===== src/rtl/scroll_sequencer.sv =====
// -----------------------------------------------------------------------------
// scroll_sequencer
//
// Moves text lines inside the active scroll region of the character buffer and
// arbitrates the buffer's single RAM port between the character writer and the
// scroll engine.
//
// A scroll request is latched in IDLE. The region is then checked, and the
// engine walks the destination rows one cell at a time:
//   - copy rows:  READ the source cell, then WRITE it to the destination cell
//                 using the RAM read data of the previous cycle;
//   - fill rows:  write the blank cell, one cell per cycle.
// Up scrolls visit rows top -> bottom, down scrolls bottom -> top. With that
// order every source cell is read before it is overwritten.
//
// Ports
//   clk, rst                 clock, asynchronous active-low reset
//   scroll_req/dir/n/top/bottom/blank
//                            scroll command (sampled only while idle)
//   scroll_busy, scroll_done registered status (busy SETUP..DONE, done pulse)
//   wr_req/wr_addr/wr_data   character writer access
//   wr_grant                 writer owns the RAM port this cycle
//   ram_addr/we/wdata/rdata  single RAM port (read data one cycle late)
// -----------------------------------------------------------------------------
module scroll_sequencer #(
  parameter int COLUMNS = 80,
  parameter int LINES   = 25,
  parameter int ADDR_W  = 12,
  parameter int DATA_W  = 16
) (
  input  logic              clk,
  input  logic              rst,
  input  logic              scroll_req,
  input  logic              scroll_dir,
  input  logic [7:0]        scroll_n,
  input  logic [7:0]        scroll_top,
  input  logic [7:0]        scroll_bottom,
  input  logic [DATA_W-1:0] blank,
  output logic              scroll_busy,
  output logic              scroll_done,
  input  logic              wr_req,
  input  logic [ADDR_W-1:0] wr_addr,
  input  logic [DATA_W-1:0] wr_data,
  output logic              wr_grant,
  output logic [ADDR_W-1:0] ram_addr,
  output logic              ram_we,
  output logic [DATA_W-1:0] ram_wdata,
  input  logic [DATA_W-1:0] ram_rdata
);

  localparam int                COL_W    = (COLUMNS > 1) ? $clog2(COLUMNS) : 1;
  localparam logic [COL_W-1:0]  COL_LAST = COL_W'(COLUMNS - 1);
  localparam logic [ADDR_W-1:0] COL_STEP = ADDR_W'(COLUMNS);
  localparam logic [8:0]        LINES_9  = 9'(LINES);

  typedef enum logic [2:0] {
    S_IDLE  = 3'd0,
    S_SETUP = 3'd1,
    S_READ  = 3'd2,
    S_WRITE = 3'd3,
    S_FILL  = 3'd4,
    S_DONE  = 3'd5
  } state_e;

  // row * COLUMNS built from shifted copies of the row for each set bit of
  // COLUMNS, so the constant multiply becomes a small adder tree.
  function automatic logic [ADDR_W-1:0] row_base(input logic [8:0] row);
    logic [ADDR_W-1:0] acc;
    acc = '0;
    for (int b = 0; b < ADDR_W; b++) begin
      if (((COLUMNS >> b) & 1) != 0) begin
        acc = acc + (ADDR_W'(row) << b);
      end else begin
        acc = acc;
      end
    end
    return acc;
  endfunction

  state_e              state_q, state_d;
  logic                dir_q, dir_d;
  logic [7:0]          n_q, n_d;
  logic [7:0]          top_q, top_d;
  logic [7:0]          bot_q, bot_d;
  logic [DATA_W-1:0]   blank_q, blank_d;
  logic [ADDR_W-1:0]   src_q, src_d;     // source row base (row*COLUMNS)
  logic [ADDR_W-1:0]   dst_q, dst_d;     // destination row base
  logic [COL_W-1:0]    col_q, col_d;
  logic [8:0]          copy_q, copy_d;   // copy rows still to do
  logic [8:0]          fill_q, fill_d;   // fill rows still to do
  logic                busy_q, busy_d;
  logic                done_q, done_d;

  logic [8:0]          height_s;
  logic                invalid_s;
  logic [8:0]          n_eff_s;
  logic [8:0]          copy_rows_s;
  logic [8:0]          dst_row_s;
  logic [8:0]          src_row_s;
  logic [ADDR_W-1:0]   dst_step_s;
  logic [ADDR_W-1:0]   src_step_s;

  // Region geometry and row-base stepping derived from the latched command.
  always_comb begin
    height_s  = {1'b0, bot_q} - {1'b0, top_q} + 9'd1;
    invalid_s = (top_q > bot_q) || ({1'b0, bot_q} >= LINES_9);
    if (n_q == 8'd0) begin
      n_eff_s = 9'd1;
    end else if ({1'b0, n_q} > height_s) begin
      n_eff_s = height_s;
    end else begin
      n_eff_s = {1'b0, n_q};
    end
    copy_rows_s = height_s - n_eff_s;
    // Source row is only meaningful when there are copy rows.
    if (dir_q) begin
      dst_row_s = {1'b0, bot_q};
      src_row_s = {1'b0, bot_q} - n_eff_s;
      dst_step_s = dst_q - COL_STEP;
      src_step_s = src_q - COL_STEP;
    end else begin
      dst_row_s = {1'b0, top_q};
      src_row_s = {1'b0, top_q} + n_eff_s;
      dst_step_s = dst_q + COL_STEP;
      src_step_s = src_q + COL_STEP;
    end
  end

  // Next-state and datapath update for the sequencer.
  always_comb begin
    state_d = state_q;
    dir_d   = dir_q;
    n_d     = n_q;
    top_d   = top_q;
    bot_d   = bot_q;
    blank_d = blank_q;
    src_d   = src_q;
    dst_d   = dst_q;
    col_d   = col_q;
    copy_d  = copy_q;
    fill_d  = fill_q;
    case (state_q)
      S_IDLE: begin
        if (scroll_req) begin
          dir_d   = scroll_dir;
          n_d     = scroll_n;
          top_d   = scroll_top;
          bot_d   = scroll_bottom;
          blank_d = blank;
          state_d = S_SETUP;
        end else begin
          state_d = S_IDLE;
        end
      end
      S_SETUP: begin
        if (invalid_s) begin
          state_d = S_DONE;
        end else begin
          dst_d   = row_base(dst_row_s);
          src_d   = row_base(src_row_s);
          col_d   = '0;
          copy_d  = copy_rows_s;
          fill_d  = n_eff_s;
          state_d = (copy_rows_s != 9'd0) ? S_READ : S_FILL;
        end
      end
      S_READ: begin
        state_d = S_WRITE;
      end
      S_WRITE: begin
        if (col_q == COL_LAST) begin
          col_d   = '0;
          dst_d   = dst_step_s;
          src_d   = src_step_s;
          copy_d  = copy_q - 9'd1;
          // At least one fill row always follows the copy rows.
          state_d = (copy_q == 9'd1) ? S_FILL : S_READ;
        end else begin
          col_d   = col_q + COL_W'(1);
          state_d = S_READ;
        end
      end
      S_FILL: begin
        if (col_q == COL_LAST) begin
          col_d   = '0;
          dst_d   = dst_step_s;
          fill_d  = fill_q - 9'd1;
          state_d = (fill_q == 9'd1) ? S_DONE : S_FILL;
        end else begin
          col_d   = col_q + COL_W'(1);
          state_d = S_FILL;
        end
      end
      S_DONE: begin
        state_d = S_IDLE;
      end
      default: begin
        state_d = S_IDLE;
      end
    endcase
    busy_d = (state_d != S_IDLE);
    done_d = (state_d == S_DONE);
  end

  // State, command and status registers.
  always_ff @(posedge clk or negedge rst) begin
    if (!rst) begin
      state_q <= S_IDLE;
      dir_q   <= 1'b0;
      n_q     <= 8'd0;
      top_q   <= 8'd0;
      bot_q   <= 8'd0;
      blank_q <= '0;
      src_q   <= '0;
      dst_q   <= '0;
      col_q   <= '0;
      copy_q  <= 9'd0;
      fill_q  <= 9'd0;
      busy_q  <= 1'b0;
      done_q  <= 1'b0;
    end else begin
      state_q <= state_d;
      dir_q   <= dir_d;
      n_q     <= n_d;
      top_q   <= top_d;
      bot_q   <= bot_d;
      blank_q <= blank_d;
      src_q   <= src_d;
      dst_q   <= dst_d;
      col_q   <= col_d;
      copy_q  <= copy_d;
      fill_q  <= fill_d;
      busy_q  <= busy_d;
      done_q  <= done_d;
    end
  end

  // RAM port steering and grant; the writer passes straight through when idle.
  always_comb begin
    wr_grant  = 1'b0;
    ram_addr  = '0;
    ram_we    = 1'b0;
    ram_wdata = '0;
    case (state_q)
      S_IDLE: begin
        wr_grant  = 1'b1;
        ram_addr  = wr_addr;
        ram_we    = wr_req;
        ram_wdata = wr_data;
      end
      S_READ: begin
        ram_addr = src_q + ADDR_W'(col_q);
      end
      S_WRITE: begin
        ram_addr  = dst_q + ADDR_W'(col_q);
        ram_we    = 1'b1;
        ram_wdata = ram_rdata;
      end
      S_FILL: begin
        ram_addr  = dst_q + ADDR_W'(col_q);
        ram_we    = 1'b1;
        ram_wdata = blank_q;
      end
      default: begin
        ram_addr = '0;
      end
    endcase
  end

  assign scroll_busy = busy_q;
  assign scroll_done = done_q;

endmodule


===== config.mk =====
export PLATFORM = sky130hd
export DESIGN_NAME = scroll_sequencer
export DESIGN_NICKNAME = d
export VERILOG_FILES = /design/src/rtl/scroll_sequencer.sv
export SDC_FILE = /design/constraint.sdc
export NUM_CORES = 1
export LEC_CHECK = 0
export BUFFER_PORTS_ARGS = -buffer_cell sky130_fd_sc_hd__buf_2
export CORE_MARGIN = 8
export CORE_UTILIZATION = 48
export CTS_CLUSTER_SIZE = 14
export DETAILED_ROUTE_END_ITERATION = 8
export PLACE_DENSITY = 0.69
export SYNTH_ARGS = -nofsm -noshare
export SYNTH_HDL_FRONTEND = slang
export SYNTH_SLANG_ARGS = --single-unit

===== constraint.sdc =====
create_clock -name clk -period 7.7 [get_ports clk]
set_input_delay 0.77 -clock clk [delete_from_list [all_inputs] [get_ports clk]]
set_output_delay 0.77 -clock clk [all_outputs]
set_load 0.05 [all_outputs]

==> results of run 1 <==
## state kept, by name, indices dropped and copies added (netlist names)
| signal | flops |
|---|---|
| blank_q | 16 |
| col_q | 7 |
| n_q | 8 |
| fill_q | 9 |
| dir_q | 1 |
| top_q | 8 |
| src_q | 8 |
| scroll_busy | 1 |
| bot_q | 8 |
| copy_q | 9 |
| state_q | 3 |
| scroll_done | 1 |
| dst_q | 8 |
## cells in the mapped netlist, drive strengths merged, types with 9 or more instances
cell | instances | area share (%)
or3 | 10 | 0.80
nand3 | 15 | 0.96
xnor2 | 33 | 3.7
nand2 | 112 | 5.4
nor3 | 18 | 1.2
clkbuf | 23 | 1.1
buf | 14 | 0.81
dfrtp | 87 | 28
nor2 | 57 | 2.8
fa | 9 | 2.3
mux2 | 24 | 3.4
nor2b | 13 | 1.0
ha | 83 | 13
mux2i | 30 | 3.8
inv | 71 | 3.4
a21oi | 61 | 3.9
xor2 | 16 | 2.0
o21ai | 108 | 6.9
a21o | 21 | 2.0
## cell type report
cell class | instances | area (um2) | area share, %
Clock buffer | 9 | 225.2 | 2.527
Clock inverter | 5 | 82.58 | 0.9267
Inverter | 71 | 266.5 | 2.991
Multi-Input combinational cell | 747 | 5241 | 58.82
Sequential cell | 87 | 2177 | 24.43
Tap cell | 216 | 270.3 | 3.033
Timing Repair Buffer | 126 | 648.1 | 7.273
## per-stage QoR
step / hold slack, ps / instance area [um2] / setup WS [ps] / util (%)
after detailed placement: 500.2 / 8603 / 864.2 / 53.96
after global routing: 351.5 / 8911 / 185.2 / 55.89
after floorplan: 466.0 / 7834 / 1547 / -
after global placement: 486.3 / 8603 / 1106 / 53.96
final: 331.7 / 8911 / 779.7 / 55.89
after CTS: 342.6 / 8911 / 822.9 / 55.89
## worst max-delay path: cells and delay by family (launching register included)
family / cells / cell delay, ps
adder cells (fa/ha/maj): 7 / 2090
flip-flops: 1 / 480
XOR/XNOR: 3 / 530
AND/OR/NAND/NOR: 4 / 430
AO/OA/AOI/OAI: 13 / 2970
buffers and inverters: 5 / 350
## path summary, 6_finish.rpt
kind	slack [ps]	start	endpoint
max	780	bot_q[1]$_DFFE_PN0P_	src_q[11]$_DFFE_PN0P_
min	330	rst	top_q[4]$_DFFE_PN0P_
max reg2reg	780	bot_q[1]$_DFFE_PN0P_	src_q[11]$_DFFE_PN0P_
min reg2reg	510	blank_q[15]$_DFFE_PN0P_	blank_q[15]$_DFFE_PN0P_
max in group asynchronous	6220	rst	copy_q[0]$_DFFE_PN0P_
min in group clk	510	blank_q[15]$_DFFE_PN0P_	blank_q[15]$_DFFE_PN0P_
## cell families (layout without fill, tap and decap cells)
group,Yosys count,in the layout,synth area share (%)
mux,54,54,7.283
compound gates,272,272,21.39
xor+xnor,49,49,5.718
flops,87,87,27.79
fa+ha+maj,92,92,15.56
other cells,1,1,0.04787
simple gates,279,279,16.90
buf+inv,108,211,5.319
## routing by layer
metal	GRT usage, %	vias to the layer above
met5	0	-
met4	6.862	0
met3	2.422	23
met2	35.20	207
met1	27.47	3332
li1	-	3548
==> impl_metrics.tcl, run 1 <==
set metrics [dict create \
    outcome "complete, no violations" \
    io_pins 121 \
    cts_tree "done" \
    path_common_cell "a21oi_1" \
    cp.arrival_ps 7200 \
    wire_per_inst_um 16.94 \
    final_common_cell "buf_2" \
    final_layout_size_suffix_gt1_share_pct 17.03 \
    ys_seq_area_share_pct 27.79 \
    clk_path_buf_depth 2 \
    layout_min_cycle_time_ps 6920 \
    clock_sinks 87 \
    first_pass_iters 5 \
    die_area_um2 20660 \
    dominantRegCellSynth "dfrtp_1" \
    cts_buffers 9 \
    critPathLaunchType "flip-flop" \
    htreeDepth 3 \
    skew_ps 8.013 \
    avgSynthCellArea_um2 8.316 \
    fmax_mhz 144.5 \
    slowest_stage "dfrtp_1" \
    dp_cells 1247 \
    gp_congestion 0.9127 \
    syn_area_um2 7834 \
    hold_viol_final 0 \
    dpl.hpwl_mm 16.60 \
    crit_fanout 9 \
    cts-hold-fix-buffers 0 \
    route.met3.wl_mm 1.369 \
    die_h_um 143.8 \
    worstPathRequired_ps 7980 \
    grt_antenna_before_repair 0 \
    clockRootBuffer "clkbuf_16" \
    post-cts-setup-buffers 0 \
    syn_nets 1123 \
    finalCritPeriodShare_pct 89.87 \
    synth_seq_cells 87 \
    synth_edf_count 0 \
    slew_violations 0 \
    setup_tns_ps 0 \
    wl_met2_mm 10.18 \
    routed.top_layer "met4" \
    placement_rows 46 \
    cts_resized 0 \
    drtIter0Drc 615 \
    ff2ff_path_depth 32 \
    syn-instance-count 942 \
    slew_headroom_pct 23.31 \
    grt_overflow 0 \
    critPathMaxStageDelay_ps 480 \
    grt_max_degree 63 \
    end_kind "flip-flop" \
    coreArea_um2 15940 \
    clk_pin_slew_ps 60 \
    vias 7110 \
    nFillCells 1503 \
    vias_per_cell 5.638 \
    final_cell_mix "buf_2 (119), nand2_1 (110), o21ai_0 (98)" \
    synth_cell_types 70 \
    maxCapViolCount 0 \
    num_antenna_cells 0 \
    io_buffer_count 120 \
    final_antenna_net_count 0 \
    die_w_um 143.8 \
    worstHoldPathType "input port to asynchronous set/reset pin" \
    totalWireLength_mm 21.36 \
    async_flop_share_pct 100.0 \
    fin_cells 1261 \
    clk_latency_ps 350 \
    initial_core_util_pct 49.14 \
    met1_length_mm 9.450 \
    setup-violations-final 0 \
    ys_warn_count 0 \
    syn_to_final_growth_pct 13.75 \
    critical_path_class "flip-flop to flip-flop" \
    worst_pin_slew_ps 1143 \
    grt_pass1_wl_mm 34.50 \
    grt_pass1_vias 6798 \
    drcViolationCount 0 \
    grtUsageTotal_pct 20.96 \
    rsz0062_at_grt "false" \
    nNetsFinal 1223 \
]
Power of run 1 is left out: the tool's default activity adds up to more than one toggle a clock period on the data nets, which glitch-free logic cannot reach.
==> inputs of run 2 (changes only) <==
--- a/config.mk
+++ b/config.mk
@@ -10,6 +10,7 @@
 export CORE_UTILIZATION = 48
 export CTS_CLUSTER_SIZE = 14
 export DETAILED_ROUTE_END_ITERATION = 8
+export MAX_ROUTING_LAYER = met4
 export PLACE_DENSITY = 0.69
 export SYNTH_ARGS = -nofsm -noshare
 export SYNTH_HDL_FRONTEND = slang
==> run 2 against run 1 <==
  * Die area unchanged
  * Sequential share of layout area about the same
  * Global-route usage rose by 0.49 points
  * Largest cell class unchanged
==> impl_metrics.tcl, run 2 (synthesized netlist as in run 1, its figures left out) <==
set metrics [dict create \
    final_cell_mix "buf_2 (119), nand2_1 (110), o21ai_0 (98)" \
    critPathMaxStageDelay_ps 500 \
    worstHoldPathType "input port to asynchronous set/reset pin" \
    cp.arrival_ps 7240 \
    grt_use_met1_pct 27.66 \
    worst_pin_slew_ps 1086 \
    end_kind "flip-flop" \
    met2_usage_pct 34.08 \
    grt_overflow 0 \
    postLayoutCoreUtil_pct 55.82 \
    io_pins 121 \
    die_area_um2 20660 \
    num_antenna_cells 0 \
    die_h_um 143.8 \
    slew_violations 0 \
    wire_per_inst_um 16.97 \
    largest_reg_flops 16 \
    r2r-start "bot_q[1]$_DFFE_PN0P_" \
    gp_congestion 0.9253 \
    vias_per_cell 5.657 \
    critical_path_class "flip-flop to flip-flop" \
    cts_resized 0 \
    first_pass_iters 7 \
    drcViolationCount 0 \
    setup-violations-final 0 \
    whs_ps 326.4 \
    outcome "complete, no violations" \
    largest_register "blank_q" \
    clock_sinks 87 \
    clk_latency_ps 350 \
    crit_fanout 9 \
    path_delay_family "compound AO/OA/AOI/OAI gates" \
    initial_core_util_pct 49.14 \
    finalCritPeriodShare_pct 90.25 \
    cts_tree "done" \
    totalWireLength_mm 21.41 \
    cts_buffers 9 \
    htreeDepth 3 \
    final_layout_size_suffix_gt1_share_pct 17.11 \
    slew_headroom_pct 27.11 \
    io_buffer_count 120 \
    dpl.hpwl_mm 16.53 \
    cp.buffers_inverters 5 \
    final_antenna_net_count 0 \
    layout_min_cycle_time_ps 6949 \
    grt_pass1_wl_mm 34.44 \
    crit_start "bot_q[1]$_DFFE_PN0P_" \
    grtUsageTotal_pct 21.45 \
    reg.largest.list "blank_q (16), copy_q (9), fill_q (9)" \
    post-cts-setup-buffers 0 \
    grt_antenna_before_repair 0 \
    fmax_mhz 143.9 \
    setup_tns_ps 0 \
    clk_path_buf_depth 2 \
    drtIter0Drc 593 \
    cts-hold-fix-buffers 0 \
    clockRootBuffer "clkbuf_16" \
    critPathLaunchType "flip-flop" \
    grt_max_degree 63 \
    final_common_cell "buf_2" \
    die_w_um 143.8 \
    vias 7139 \
    worstPathRequired_ps 7990 \
    slowest_stage "dfrtp_1" \
    busiest_layer "met2" \
    grt_pass1_vias 6785 \
    clk_pin_slew_ps 70 \
    rsz0062_at_grt "false" \
    nNetsFinal 1223 \
    use_met3_pct 2.488 \
    syn_to_final_growth_pct 13.61 \
    hold_viol_final 0 \
    maxCapViolCount 0 \
    placement_rows 46 \
    coreArea_um2 15940 \
    path_common_cell "a21oi_1" \
    skew_ps 10.78 \
]
==> run 2: changes by cell type in the layout (fill, tap and decap cells not counted), sizes merged <==
| cell | delta |
|---|---|
| bufinv | -1 |
| clkinv | +1 |
| clkinvlp | +1 |
==> run 2: cell type report <==
class	instances	area, um2
clock buffers	9	225.2
clock inverters	6	71.32
fillers	1485	7043
inverters	71	266.5
multi-input cells	747	5241
flip-flops and latches	87	2177
well taps	216	270.3
repair buffers	126	648.1
==> run 2: final timing paths <==
| check | to | slack, ps | depth (start not counted) |
|---|---|---|---|
| max in group asynchronous | blank_q[3]$_DFFE_PN0P_ | 6230 | 2 |
| setup reg to reg | src_q[11]$_DFFE_PN0P_ | 750 | 32 |
| setup / recovery | src_q[11]$_DFFE_PN0P_ | 750 | 32 |
| hold / removal | top_q[4]$_DFFE_PN0P_ | 330 | 1 |
| hold reg to reg | blank_q[15]$_DFFE_PN0P_ | 510 | 1 |
| min in group clk | blank_q[15]$_DFFE_PN0P_ | 510 | 1 |
==> run 2: routing by layer <==
layer / up-vias / part of all wire (%)
met3: 37 / 5.6
met2: 199 / 46
met5: - / 0
met4: 0 / 2.5
li1: 3541 / -
met1: 3362 / 45
==> run 2: stage by stage <==
step	cells	cell area, um2	setup WS [ps]
floorplan	942	7834	1547
global placement	1247	8603	1109
detailed placement	1247	8603	867.1
CTS	1262	8900	795.8
global route	1262	8900	248.5
finish	1262	8900	751.0
Power of run 2 is left out for the same reason.
